$ cat src/rtl/apb_cfg_master_pkg.sv
`default_nettype none
// ============================================================================
// Module      : apb_cfg_master_pkg
// Description : Shared definitions for the cfg register APB initiator:
//               register map, bus widths, master FSM state encodings.
// Revision    : 1.0 - initial release
// ============================================================================
package apb_cfg_master_pkg;

  localparam int REG_ADDRWIDTH = 8;
  localparam int REG_DATAWIDTH = 32;

  // cfg register map
  localparam logic [REG_ADDRWIDTH-1:0] REG_STDN_TPU_ADDR   = 8'h00;
  localparam logic [REG_ADDRWIDTH-1:0] REG_MATRIX_A_ADDR   = 8'h04;
  localparam logic [REG_ADDRWIDTH-1:0] REG_MATRIX_B_ADDR   = 8'h08;
  localparam logic [REG_ADDRWIDTH-1:0] REG_MATRIX_C_ADDR   = 8'h0C;
  localparam logic [REG_ADDRWIDTH-1:0] REG_BATCH_SIZE_ADDR = 8'h10;

  // master FSM states
  typedef enum logic [2:0] {
    M_IDLE   = 3'd0,
    M_SETUP  = 3'd1,
    M_ACCESS = 3'd2,
    M_WAIT   = 3'd3,
    M_GAP    = 3'd4
  } m_state_t;

  // A poll completes once any masked bit reads back as 1.
  function automatic logic poll_hit(input logic [REG_DATAWIDTH-1:0] data,
                                    input logic [REG_DATAWIDTH-1:0] mask);
    return (data & mask) != '0;
  endfunction

endpackage
`default_nettype wire

$ cat src/rtl/apb_cycle_counter.sv
`default_nettype none
// ============================================================================
// Module      : apb_cycle_counter
// Description : Loadable down-counter with a zero flag. Load has priority
//               over decrement; decrement saturates at zero.
// Revision    : 1.0 - initial release
// ============================================================================
module apb_cycle_counter #(
  parameter int WIDTH = 4
) (
  input  logic             clk,
  input  logic             rst,
  input  logic             i_load,
  input  logic [WIDTH-1:0] i_load_val,
  input  logic             i_dec,
  output logic             o_zero
);

  logic [WIDTH-1:0] cnt_q, cnt_d;

  // Next count: load wins, otherwise count down and hold at zero.
  always_comb begin
    cnt_d = cnt_q;
    if (i_load) begin
      cnt_d = i_load_val;
    end else if (i_dec && (cnt_q != '0)) begin
      cnt_d = cnt_q - WIDTH'(1);
    end
  end

  // Count register.
  always_ff @(posedge clk) begin
    if (rst) begin
      cnt_q <= '0;
    end else begin
      cnt_q <= cnt_d;
    end
  end

  assign o_zero = (cnt_q == '0);

endmodule
`default_nettype wire

$ cat src/rtl/apb_cfg_master.sv
`default_nettype none
// ============================================================================
// Module      : apb_cfg_master
// Description : APB initiator for the cfg register slave. Turns one command
//               into one APB write or read, returns read data, and can poll
//               a register until any masked bit is set.
//               Optional feature macro: APB_TIMEOUT_EN (abort an ACCESS
//               phase after TIMEOUT_CYCLES cycles without PREADY).
// Revision    : 1.0 - initial release
// ============================================================================
module apb_cfg_master
  import apb_cfg_master_pkg::*;
#(
  parameter int unsigned POLL_GAP       = 4,
  parameter int unsigned TIMEOUT_CYCLES = 256
) (
  input  logic                     PCLK,
  input  logic                     PRESET,
  input  logic                     cmd_valid,
  output logic                     cmd_ready,
  input  logic                     cmd_write,
  input  logic                     cmd_poll,
  input  logic [REG_ADDRWIDTH-1:0] cmd_addr,
  input  logic [REG_DATAWIDTH-1:0] cmd_wdata,
  output logic                     rsp_valid,
  output logic [REG_DATAWIDTH-1:0] rsp_rdata,
  output logic                     rsp_err,
  output logic [REG_ADDRWIDTH-1:0] PADDR,
  output logic                     PWRITE,
  output logic                     PSEL,
  output logic                     PENABLE,
  output logic [REG_DATAWIDTH-1:0] PWDATA,
  input  logic [REG_DATAWIDTH-1:0] PRDATA,
  input  logic                     PREADY
);

  localparam int unsigned GAP_W = $clog2(POLL_GAP + 1);

  m_state_t                 state_q, state_d;
  logic [REG_ADDRWIDTH-1:0] paddr_q, paddr_d;
  logic                     pwrite_q, pwrite_d;
  logic [REG_DATAWIDTH-1:0] pwdata_q, pwdata_d;
  logic [REG_DATAWIDTH-1:0] mask_q, mask_d;
  logic                     poll_q, poll_d;
  logic                     cmd_ready_q, cmd_ready_d;

  logic                     w_gap_load;
  logic                     w_gap_dec;
  logic                     w_gap_zero;
  logic                     w_timeout_hit;
  logic                     w_rsp_fire;
  logic                     w_rsp_err;
  logic [REG_DATAWIDTH-1:0] w_rsp_data;

  // Idle spacing between poll reads; loaded with POLL_GAP-1 so WAIT lasts
  // exactly POLL_GAP cycles.
  apb_cycle_counter #(
    .WIDTH (GAP_W)
  ) u_gap_cnt (
    .clk        (PCLK),
    .rst        (PRESET),
    .i_load     (w_gap_load),
    .i_load_val (GAP_W'(POLL_GAP - 1)),
    .i_dec      (w_gap_dec),
    .o_zero     (w_gap_zero)
  );

`ifdef APB_TIMEOUT_EN
  localparam int unsigned TO_W = $clog2(TIMEOUT_CYCLES + 1);

  // Cleared on every SETUP, counts PREADY-low ACCESS cycles; zero flag marks
  // the TIMEOUT_CYCLES-th such cycle.
  apb_cycle_counter #(
    .WIDTH (TO_W)
  ) u_timeout_cnt (
    .clk        (PCLK),
    .rst        (PRESET),
    .i_load     (state_q == M_SETUP),
    .i_load_val (TO_W'(TIMEOUT_CYCLES - 1)),
    .i_dec      ((state_q == M_ACCESS) && !PREADY),
    .o_zero     (w_timeout_hit)
  );
`else
  // No timeout hardware: ACCESS waits for PREADY indefinitely. The parameter
  // only selects between two identical tie-offs so it stays referenced.
  if (TIMEOUT_CYCLES >= 1) begin : g_no_timeout
    assign w_timeout_hit = 1'b0;
  end else begin : g_no_timeout_zero
    assign w_timeout_hit = 1'b0;
  end
`endif

  // Next-state, command latch and response generation.
  always_comb begin
    state_d    = state_q;
    paddr_d    = paddr_q;
    pwrite_d   = pwrite_q;
    pwdata_d   = pwdata_q;
    mask_d     = mask_q;
    poll_d     = poll_q;
    w_gap_load = 1'b0;
    w_gap_dec  = 1'b0;
    w_rsp_fire = 1'b0;
    w_rsp_err  = 1'b0;
    w_rsp_data = '0;
    case (state_q)
      M_IDLE: begin
        if (cmd_valid && cmd_ready_q) begin
          paddr_d  = cmd_addr;
          pwrite_d = cmd_write;
          pwdata_d = cmd_write ? cmd_wdata : '0;
          mask_d   = cmd_wdata;
          poll_d   = cmd_poll & ~cmd_write;
          state_d  = M_SETUP;
        end
      end
      M_SETUP: begin
        state_d = M_ACCESS;
      end
      M_ACCESS: begin
        // PREADY takes precedence over a timeout landing in the same cycle.
        if (PREADY) begin
          if (poll_q && !poll_hit(PRDATA, mask_q)) begin
            w_gap_load = 1'b1;
            state_d    = M_WAIT;
          end else begin
            w_rsp_fire = 1'b1;
            w_rsp_data = pwrite_q ? '0 : PRDATA;
            state_d    = M_GAP;
          end
        end else if (w_timeout_hit) begin
          w_rsp_fire = 1'b1;
          w_rsp_err  = 1'b1;
          state_d    = M_GAP;
        end
      end
      M_WAIT: begin
        if (w_gap_zero) begin
          state_d = M_SETUP;
        end else begin
          w_gap_dec = 1'b1;
        end
      end
      M_GAP: begin
        state_d = M_IDLE;
      end
      default: begin
        state_d = M_IDLE;
      end
    endcase
    cmd_ready_d = (state_d == M_IDLE);
  end

  // State and command registers.
  always_ff @(posedge PCLK) begin
    if (PRESET) begin
      state_q     <= M_IDLE;
      paddr_q     <= '0;
      pwrite_q    <= 1'b0;
      pwdata_q    <= '0;
      mask_q      <= '0;
      poll_q      <= 1'b0;
      cmd_ready_q <= 1'b0;
    end else begin
      state_q     <= state_d;
      paddr_q     <= paddr_d;
      pwrite_q    <= pwrite_d;
      pwdata_q    <= pwdata_d;
      mask_q      <= mask_d;
      poll_q      <= poll_d;
      cmd_ready_q <= cmd_ready_d;
    end
  end

  assign cmd_ready = cmd_ready_q;
  assign PADDR     = paddr_q;
  assign PWRITE    = pwrite_q;
  assign PWDATA    = pwdata_q;
  assign PSEL      = (state_q == M_SETUP) || (state_q == M_ACCESS);
  assign PENABLE   = (state_q == M_ACCESS);

  // A transfer cut short by reset must not report a completion.
  assign rsp_valid = w_rsp_fire & ~PRESET;
  assign rsp_err   = w_rsp_err & ~PRESET;
  assign rsp_rdata = PRESET ? '0 : w_rsp_data;

endmodule
`default_nettype wire
$ cat config.mk
export PLATFORM = sky130hd
export DESIGN_NAME = apb_cfg_master
export DESIGN_NICKNAME = d
export VERILOG_FILES = /design/src/rtl/apb_cfg_master_pkg.sv /design/src/rtl/apb_cycle_counter.sv /design/src/rtl/apb_cfg_master.sv
export SDC_FILE = /design/constraint.sdc
export NUM_CORES = 1
export LEC_CHECK = 0
export BUFFER_PORTS_ARGS = -buffer_cell sky130_fd_sc_hd__buf_4
export CAP_MARGIN = 30
export CORE_MARGIN = 2
export CORE_UTILIZATION = 45
export CTS_CLUSTER_DIAMETER = 120
export CTS_CLUSTER_SIZE = 20
export DETAILED_ROUTE_END_ITERATION = 8
export PLACE_DENSITY = 0.76
export SLEW_MARGIN = 40
export SYNTH_ARGS = -nofsm -noshare
export SYNTH_HDL_FRONTEND = slang
export SYNTH_SLANG_ARGS = --single-unit
$ cat constraint.sdc
create_clock -name PCLK -period 3.41 [get_ports PCLK]
set_input_delay 0.1705 -clock PCLK [delete_from_list [all_inputs] [get_ports PCLK]]
set_output_delay 0.1705 -clock PCLK [all_outputs]
set_load 0.005 [all_outputs]
==> impl_results.md, run 1 <==
* Synth top cells by count: nand2_1, dfxtp_1, a21oi_1
* Synth Area in Adders at 0.681%
* Peak Freq at 401 MHz
* Chip height at 94.4 um
* Storage cell area at 1620 um2
* Placed Cells incl. Taps at 692
* Xor and xnor area share after synthesis at 0.477%
* Number of synthesized flops with an enable pin at 0
* Min-delay src: cmd_addr[4]
* VDD IR max at 228 uV
* Final setup vio count at 0
* Hpwl dp at 7.96 mm
* Initial antenna violation count at 0
* FFs w/ async S/R, synth at 0%
* Root Driver: clkbuf_8
* Register share of total power at 48.0%
* Clock sink count at 81
* Final core utilization at 64.4%
* R2r setup slk at 1.30 ns
* CP startpoint kind: register
* Via-per-instance ratio at 5.33
* Top area cells in the synthesized netlist: dfxtp_1, nand2_1, a21oi_1
* Syn Area/Cell at 7.74 um2
* Setup ws final at 0.915 ns
* Skew final at 0.00846 ns
* # DRC at 0
* Worst-Skew Late Latency at 0.34 ns
* Final non-filler cell total at 709
* Critical Path RT at 3.24 ns
* Worst-case clock buffer depth at 2
* Initial Util at 47.1%
* Total negative slack at 0 ns
* Routed Wire Length at 11.1 mm
* Fillers at 699
* Total CTS buffers at 9
* Synthesis-to-layout area growth at 36.8%
* Register area share after synthesis at 44.1%
* Kind of path behind the tightest hold check: in2reg
* CTS tree: yes
* Synthesized area at 3670 um2
* Synth Warn # at 0
* Final period util at 73.2%
* Post-synthesis register bit count at 81
* Layout cells sized above 1 at 30.3%
* GP Congestion at 0.774
* WHS at 0.0683 ns
* Vias in the first global route at 3,552
* Inserted Diodes at 0
* FF-to-FF Start: state_q[0]$_SDFF_PP0_
* Routed via count at 3,780
* Internal power at 1.54 mW
* Core Footprint at 7810 um2
* Global-route wire length before repair at 17.1 mm
* CTS resizes at 0
* Synth Area in Simple Gates at 21.4%
* Largest net degree at the start of global routing at 80
* Post-route ant nets at 0
* Cell area power density at 421 nW/um2
* Place WS at 1.09 ns
* Net Count, Synth at 555
* Clk slew on worst S/H paths at 0.09 ns
* DIE WIDTH at 94.4 um
* Clock power share at 35.9%
* Die area at 8900 um2
* Final Hold Vio Count at 0
* H-tree Lvls at 3
* Dpl cell area at 4810 um2
* WL per Instance at 15.6 um
* First-pass DRT Iterations at 4
* CP Capture Type: output port
* DRT iter0 DRCs at 189
* I/O Buffers at 154
* Global route total overflow at 0
* Compound-gate portion of the synthesized area at 23.3%
* Largest family of logic cells by synthesized area: compound AO/OA/AOI/OAI gates
* Worst EP arrival at 2.32 ns
* Final-stage net count at 682
* GRT Total Usage at 24.5%
* Switch share at 27.1%
* Post-layout min period at 2.49 ns
* RSZ-0062 raised after global routing: false
* Total power draw at 2.12 mW
* Max-slew headroom at 45.3%
* Synth area leader: dfxtp_1
* # Max-Cap Violations at 0
* Crit path from: mask_q[10]$_SDFFE_PP0P_
* Logic pwr share at 16.1%
* Hold-fix buffers, CTS at 0
* Count leader, synth: nand2_1
* Type of the worst setup path: reg2out
* Switching power total at 574 uW
* Row Count at 32
* P_leak at 2.13 nW
* Post-synthesis mux area share at 0%
* Share of the synthesized area in the top cell type at 44.1%
* Setup Buffers After CTS at 0
* Boundary Pins at 156
* Multi-input gate area at 1700 um2
* Post-Synthesis Cells at 475
* Worst slew pin tran at 0.820 ns
* Yosys cell types at 36
* Outcome: complete, no violations
* Final Max Slew Viols at 0
* Design area at 5030 um2
* Largest fanout on the critical path at 21
* Main synth FF type: dfxtp_1
[routing by layer]
layer / up-vias / GRT usage [%] / share of wire, %
met3: 13 / 4.47 / 6.5
met5: - / 0 / 0
met4: 0 / 8.57 / 1.3
met2: 119 / 41.2 / 49
li1: 1888 / - / -
met1: 1760 / 31.6 / 44
[power groups by stage]
stage | clock [mW] | combinational (mW) | sequential (mW)
2_1_floorplan | 0 | 0.193 | 1.03
3_3_place_gp | 0 | 0.330 | 1.04
3_5_place_dp | 0 | 0.339 | 1.04
4_1_cts | 0.767 | 0.340 | 1.02
5_1_grt | 0.806 | 0.372 | 1.02
6_report | 0.761 | 0.341 | 1.02
[final timing paths]
path / end / cells after the start
worst max register to register: PWDATA[0]$_SDFFE_PP0P_ / 5
worst min-delay path: PADDR[4]$_SDFFE_PP0P_ / 3
worst max-delay path: rsp_rdata[25] / 7
worst min register to register: mask_q[18]$_SDFFE_PP0P_ / 2
[layout by cell type, fill, tap and decap left out, types with 5 or more instances in the layout]
cell type and instances:
a2111oi_0 30, nand2_1 123, nand3_1 33, a22oi_1 13, dfxtp_1 80, a21oi_1 79, nor2_1 5, clkbuf_8 9
inv_1 38, buf_4 159
[sequential cells by signal (all words and copies together) (netlist names)]
register         cells
PWRITE               1
mask_q              32
u_gap_cnt.cnt_q      3
state_q              3
PWDATA              32
poll_q               1
PADDR                8
cmd_ready            1
[critical path, stage by stage (launching register included)]
cell and delay, ns:
dfxtp_1 0.32, a22oi_1 0.18, nand3_1 0.14, nor4_4 0.48, buf_4 0.27, buf_4 0.25
a2111oi_0 0.16, buf_4 0.18
[cells by family after synthesis]
logic type,Yosys count
buffers and inverters,83
flip-flops,81
adder cells (fa/ha/maj),2
other,1
AND/OR/NAND/NOR,174
AO/OA/AOI/OAI,132
XOR/XNOR,2
[final cells by class]
type	instances	area share, %
clock buffer	11	2.61
clock inverter	5	1.59
inverter	38	2.84
multi-input combinational	311	33.8
sequential	81	32.3
tap	102	2.54
timing repair buffer	161	24.4
Power figures use the tool's default switching activity.
==> run 2: changes to the inputs <==
CORE_UTILIZATION = 43   (was 45)
clock period = 2.1 ns   (was 3.41 ns; I/O delays follow)
==> run 2 against run 1 <==
The flow now finishes with violations (setup timing). Count of clock-buffer cells in the layout increased by 1. Sequential share of layout area decreased by 3.2 points. Hold slack got worse by 0.055 ns. Die area increased by 4.5%. Via count increased by 8.6%. Non-clock buffer count increased by 25. Flip-flop and latch count unchanged. Largest power group unchanged. Sequential power increased by 61%. Cell count increased by 4.1%. Global-route usage increased by 0.44 points. Worst setup slack got worse by 0.94 ns.
==> impl_results.md, run 2 (same netlist as run 1, synthesis figures left out) <==
* Fillers at 700
* Worst slew pin tran at 0.825 ns
* Critical Path RT at 2.00 ns
* Dpl cell area at 4850 um2
* Global route total overflow at 0
* Final core utilization at 67.8%
* Outcome: finished with violations
* Via-per-instance ratio at 5.56
* Chip height at 96.4 um
* VDD IR max at 302 uV
* Final-stage net count at 708
* Synthesis-to-layout area growth at 52.4%
* Inserted Diodes at 0
* Reg-to-reg endpoint: state_q[1]$_SDFF_PP0_
* FF-to-FF Start: mask_q[0]$_SDFFE_PP0P_
* Root Driver: clkbuf_8
* Total power draw at 3.76 mW
* Final period util at 101%
* Largest net degree at the start of global routing at 79
* CTS tree: yes
* Row Count at 33
* Core Footprint at 8260 um2
* WL per Instance at 17.3 um
* Reg2Reg Depth at 8
* Setup ws final at -0.0276 ns
* Layout cells sized above 1 at 36.5%
* Clock sink count at 81
* Worst EP arrival at 2.02 ns
* Worst Hold End: PADDR[7]$_SDFFE_PP0P_
* Kind of path behind the tightest hold check: in2reg
* WHS at 0.0134 ns
* DRT iter0 DRCs at 243
* Max-slew headroom at 45.0%
* P_leak at 2.33 nW
* Most frequent cells in the layout: buf_4, nand2_1, a21oi_1
* # DRC at 0
* Post-layout min period at 2.13 ns
* # Max-Cap Violations at 0
* Initial Util at 44.5%
* Total CTS buffers at 9
* Post-route ant nets at 0
* Most common cell after layout, fill and taps aside: buf_4
* Multi-input gate area at 1890 um2
* Slowest-stage cell, CP: a2111oi_1
* Final Max Slew Viols at 0
* Worst-Skew Late Latency at 0.34 ns
* Worst-case clock buffer depth at 2
* Final setup vio count at 3
* Vias in the first global route at 3,560
* Routed via count at 4,106
* I/O Buffers at 154
* Hold Crit Depth at 3
* Initial antenna violation count at 0
* Skew final at 0.00879 ns
* Boundary Pins at 156
* First-pass DRT Iterations at 4
* DIE WIDTH at 96.4 um
* RSZ-0062 raised after global routing: true
* Type of the worst setup path: reg2out
* Die area at 9300 um2
* R2r setup slk at 0.36 ns
* Storage cell area at 1630 um2
* Peak Freq at 470 MHz
* Most frequent CP cell: buf_4
* Global-route wire length before repair at 17.7 mm
* Failing checks: setup timing
* H-tree Lvls at 3
* GRT Total Usage at 24.9%
* Critical-path cell list: nor3b_4, buf_4, nand3_4, buf_12, a2111oi_1, buf_4
* Final Hold Vio Count at 0
* GP Congestion at 0.763
* Crit-path max cell delay at 0.43 ns
* Routed Wire Length at 12.8 mm
* Hpwl dp at 8.07 mm
* Cell area power density at 671 nW/um2
* Clk slew on worst S/H paths at 0.08 ns
* Largest fanout on the critical path at 16
* CP startpoint kind: register
* Min-delay src: cmd_addr[7]
* CP Capture Type: output port
* Design area at 5600 um2
## run 2: routing by layer
metal	global-route usage (%)	vias to the layer above	wire (um)
met1	33.1	1961	5330
met3	4.03	16	936
met4	7.98	0	164
met5	0	-	0
met2	41.5	187	6370
li1	-	1942	-
## run 2: critical path, delay by kind of cell (launching register included)
family,cells,cell delay [ns]
flops,1,0.40
compound gates,1,0.43
simple gates,2,0.30
buf+inv,3,0.54
## run 2: cell type report
class | instances | area share (%)
well taps | 105 | 2.35
clock buffers | 12 | 2.77
flip-flops and latches | 81 | 29.1
multi-input cells | 312 | 33.8
inverters | 38 | 2.55
repair buffers | 186 | 28.1
clock inverters | 4 | 1.34
## run 2: per-stage QoR
step	setup slack [ns]	cells	TNS [ns]
finish	-0.0276	738	-0.0513
global route	-0.134	738	-1.12
CTS	-0.0291	727	-0.431
detailed placement	0.121	697	0
global placement	0.340	697	0
floorplan	0.545	475	0
## run 2: power by group
| group | switching (mW) | total (mW) | internal [mW] |
|---|---|---|---|
| Clock | 0.559 | 1.29 | 0.736 |
| Sequential | 0.0409 | 1.64 | 1.60 |
| Combinational | 0.438 | 0.820 | 0.382 |
## run 2: worst max path at each step
stage,depth (start not counted),endpoint,slack (ns),startpoint
CTS,5,rsp_rdata[16],-0.03,state_q[1]$_SDFF_PP0_
global route,6,rsp_rdata[29],-0.13,state_q[1]$_SDFF_PP0_
detailed placement,4,rsp_rdata[25],0.12,state_q[1]$_SDFF_PP0_
finish,6,rsp_rdata[29],-0.03,state_q[1]$_SDFF_PP0_
global placement,4,rsp_rdata[1],0.34,state_q[1]$_SDFF_PP0_
floorplan,5,rsp_rdata[10],0.54,state_q[0]$_SDFF_PP0_
## run 2: repair_timing
item / CTS / global route
pin swaps: 3 / 3
buffers inserted: 4 / 7
hold buffers: 9 / 0
hold endpoints to repair: 9 / 0
cloned: 1 / 4
resized for setup: 10 / 62
endpoints found under the setup margin: 32 / 33
==> run 3: changes to the inputs <==
SETUP_SLACK_MARGIN = 0.3   (was default)
==> run 3 against run 2 <==
The run now ends clean. Design area is 0.87% higher. Die area stayed put. Count of clock-buffer cells in the layout stayed put. Global-route usage is 1.3 points higher. Critical path type unchanged. Wire length is 0.55% higher. First-iteration DRC count is 4.5% higher. Register-to-register slack worse by 0.03 ns. Combinational power is 7.4% higher. Critical endpoint is now rsp_rdata[31]. Critical path depth is 1 higher.
==> impl_results.md, run 3 (same netlist as run 1, synthesis figures left out) <==
* Outcome: complete, no violations
* Synthesis-to-layout area growth at 53.7%
* Final period util at 99.0%
* DRT iter0 DRCs at 254
* Clock power share at 33.9%
* Core Footprint at 8260 um2
* Post-route ant nets at 0
* Fillers at 694
* Peak Freq at 481 MHz
* Max-slew headroom at 44.8%
* CTS tree: yes
* Most frequent cells in the layout: buf_4, nand2_1, a21oi_1
* WL per Instance at 17.3 um
* Clk slew on worst S/H paths at 0.08 ns
* Chip height at 96.4 um
* Cell area power density at 676 nW/um2
* Inserted Diodes at 0
* Final-stage net count at 712
* Via-per-instance ratio at 5.51
* Final Max Slew Viols at 0
* Row Count at 33
* Critical Path RT at 2.00 ns
* Placed Cells incl. Taps at 697
* Routed via count at 4,092
* Internal power at 2.76 mW
* First-pass DRT Iterations at 5
* Post-layout min period at 2.08 ns
* Place WS at 0.121 ns
* Logic pwr share at 23.1%
* Reg2Reg Depth at 8
* Type of the worst setup path: reg2out
* Hold Crit Depth at 3
* Clock sink count at 81
* Global route total overflow at 0
* Skew final at 0.0116 ns
* Boundary Pins at 156
* CP startpoint kind: register
* Root Driver: clkbuf_8
* Setup ws final at 0.0212 ns
* Switch share at 27.7%
* Kind of path behind the tightest hold check: in2reg
* Initial Util at 44.5%
* DIE WIDTH at 96.4 um
* Largest net degree at the start of global routing at 79
* Register share of total power at 43.0%
* Most common cell after layout, fill and taps aside: buf_4
* Total CTS buffers at 9
* RSZ-0062 raised after global routing: true
* GRT Total Usage at 26.2%
* I/O Buffers at 154
* Switching power total at 1.06 mW
* Die area at 9300 um2
* Layout cells sized above 1 at 36.6%
* Largest fanout on the critical path at 5
* Final core utilization at 68.4%
* H-tree Lvls at 3
* GP Congestion at 0.763
* Final non-filler cell total at 742
* CP Capture Type: output port
* Vias in the first global route at 3,759
* Worst-Skew Late Latency at 0.35 ns
* # DRC at 0
* Final Hold Vio Count at 0
* VDD IR max at 308 uV
* Initial antenna violation count at 0
* Final setup vio count at 0
* # Max-Cap Violations at 0
* Worst EP arrival at 1.97 ns
* Routed Wire Length at 12.9 mm
* P_leak at 2.36 nW
* Total power draw at 3.82 mW
* Hpwl dp at 8.07 mm
* Global-route wire length before repair at 18.6 mm
* Worst-case clock buffer depth at 2
* Worst slew pin tran at 0.828 ns
-- run 3: cell types whose count changed in the layout (fill, tap and decap cells not counted), sizes merged --
cell	delta
dlygate4sd3	+1
buf	+4
clkbuf	-1
-- run 3: final cells by class --
type | count | area (um2) | area share [%]
Timing Repair Buffer | 190 | 1620 | 28.7
Sequential cell | 81 | 1630 | 28.8
Inverter | 38 | 143 | 2.53
Multi-Input combinational cell | 312 | 1890 | 33.5
Tap cell | 105 | 131 | 2.33
Clock inverter | 4 | 75.1 | 1.33
Clock buffer | 12 | 155 | 2.75
-- run 3: repair_timing --
| action | in CTS | in global routing |
|---|---|---|
| endpoints found under the hold margin | 10 | 0 |
| cloned | 4 | 2 |
| endpoints found under the setup margin | 33 | 39 |
| gates resized for setup | 58 | 21 |
| pin swaps | 5 | 11 |
| setup buffers | 12 | 1 |
| hold buffers | 10 | 0 |
-- run 3: metal layers --
metal / up-vias / wire [um] / GRT usage, %
met3: 17 / 845 / 4.89
met4: 0 / 180 / 10.3
met5: - / 0 / 0
met2: 155 / 6450 / 43.9
li1: 1951 / - / -
met1: 1969 / 5390 / 33.4
-- run 3: worst max-delay path, stage by stage (launching register included) --
cell       delay (ns)
dfxtp_1          0.32
a22oi_1          0.17
nand4_1          0.18
nor4_4           0.35
buf_6            0.20
clkbuf_16        0.17
a2111oi_1        0.07
buf_4            0.16
-- run 3: per-stage QoR --
step	hold slack (ns)	setup TNS (ns)	area [um2]
3_5_place_dp	0.364	0	4850
6_report	0.0142	0	5650
2_1_floorplan	0.241	0	3670
5_1_grt	0.00723	-3.42	5650
3_3_place_gp	0.353	0	4850
4_1_cts	0.000302	0	5500
-- run 3: power by group through the flow --
stage               clock network, mW  logic [mW]  registers [mW]
global placement                    0       0.569            1.67
CTS                              1.31       0.787            1.64
global route                     1.38       0.935            1.65
floorplan                           0       0.313            1.67
detailed placement                  0       0.583            1.68
finish                           1.29       0.881            1.64
-- run 3: final timing paths --
| kind | slack, ns | to | from |
|---|---|---|---|
| worst max-delay path | 0.02 | rsp_rdata[31] | mask_q[6]$_SDFFE_PP0P_ |
| worst max register to register | 0.33 | u_gap_cnt.cnt_q[1]$_SDFFE_PP0P_ | mask_q[6]$_SDFFE_PP0P_ |
| worst min-delay path | 0.01 | PADDR[7]$_SDFFE_PP0P_ | cmd_addr[7] |
| worst min register to register | 0.46 | mask_q[28]$_SDFFE_PP0P_ | mask_q[28]$_SDFFE_PP0P_ |
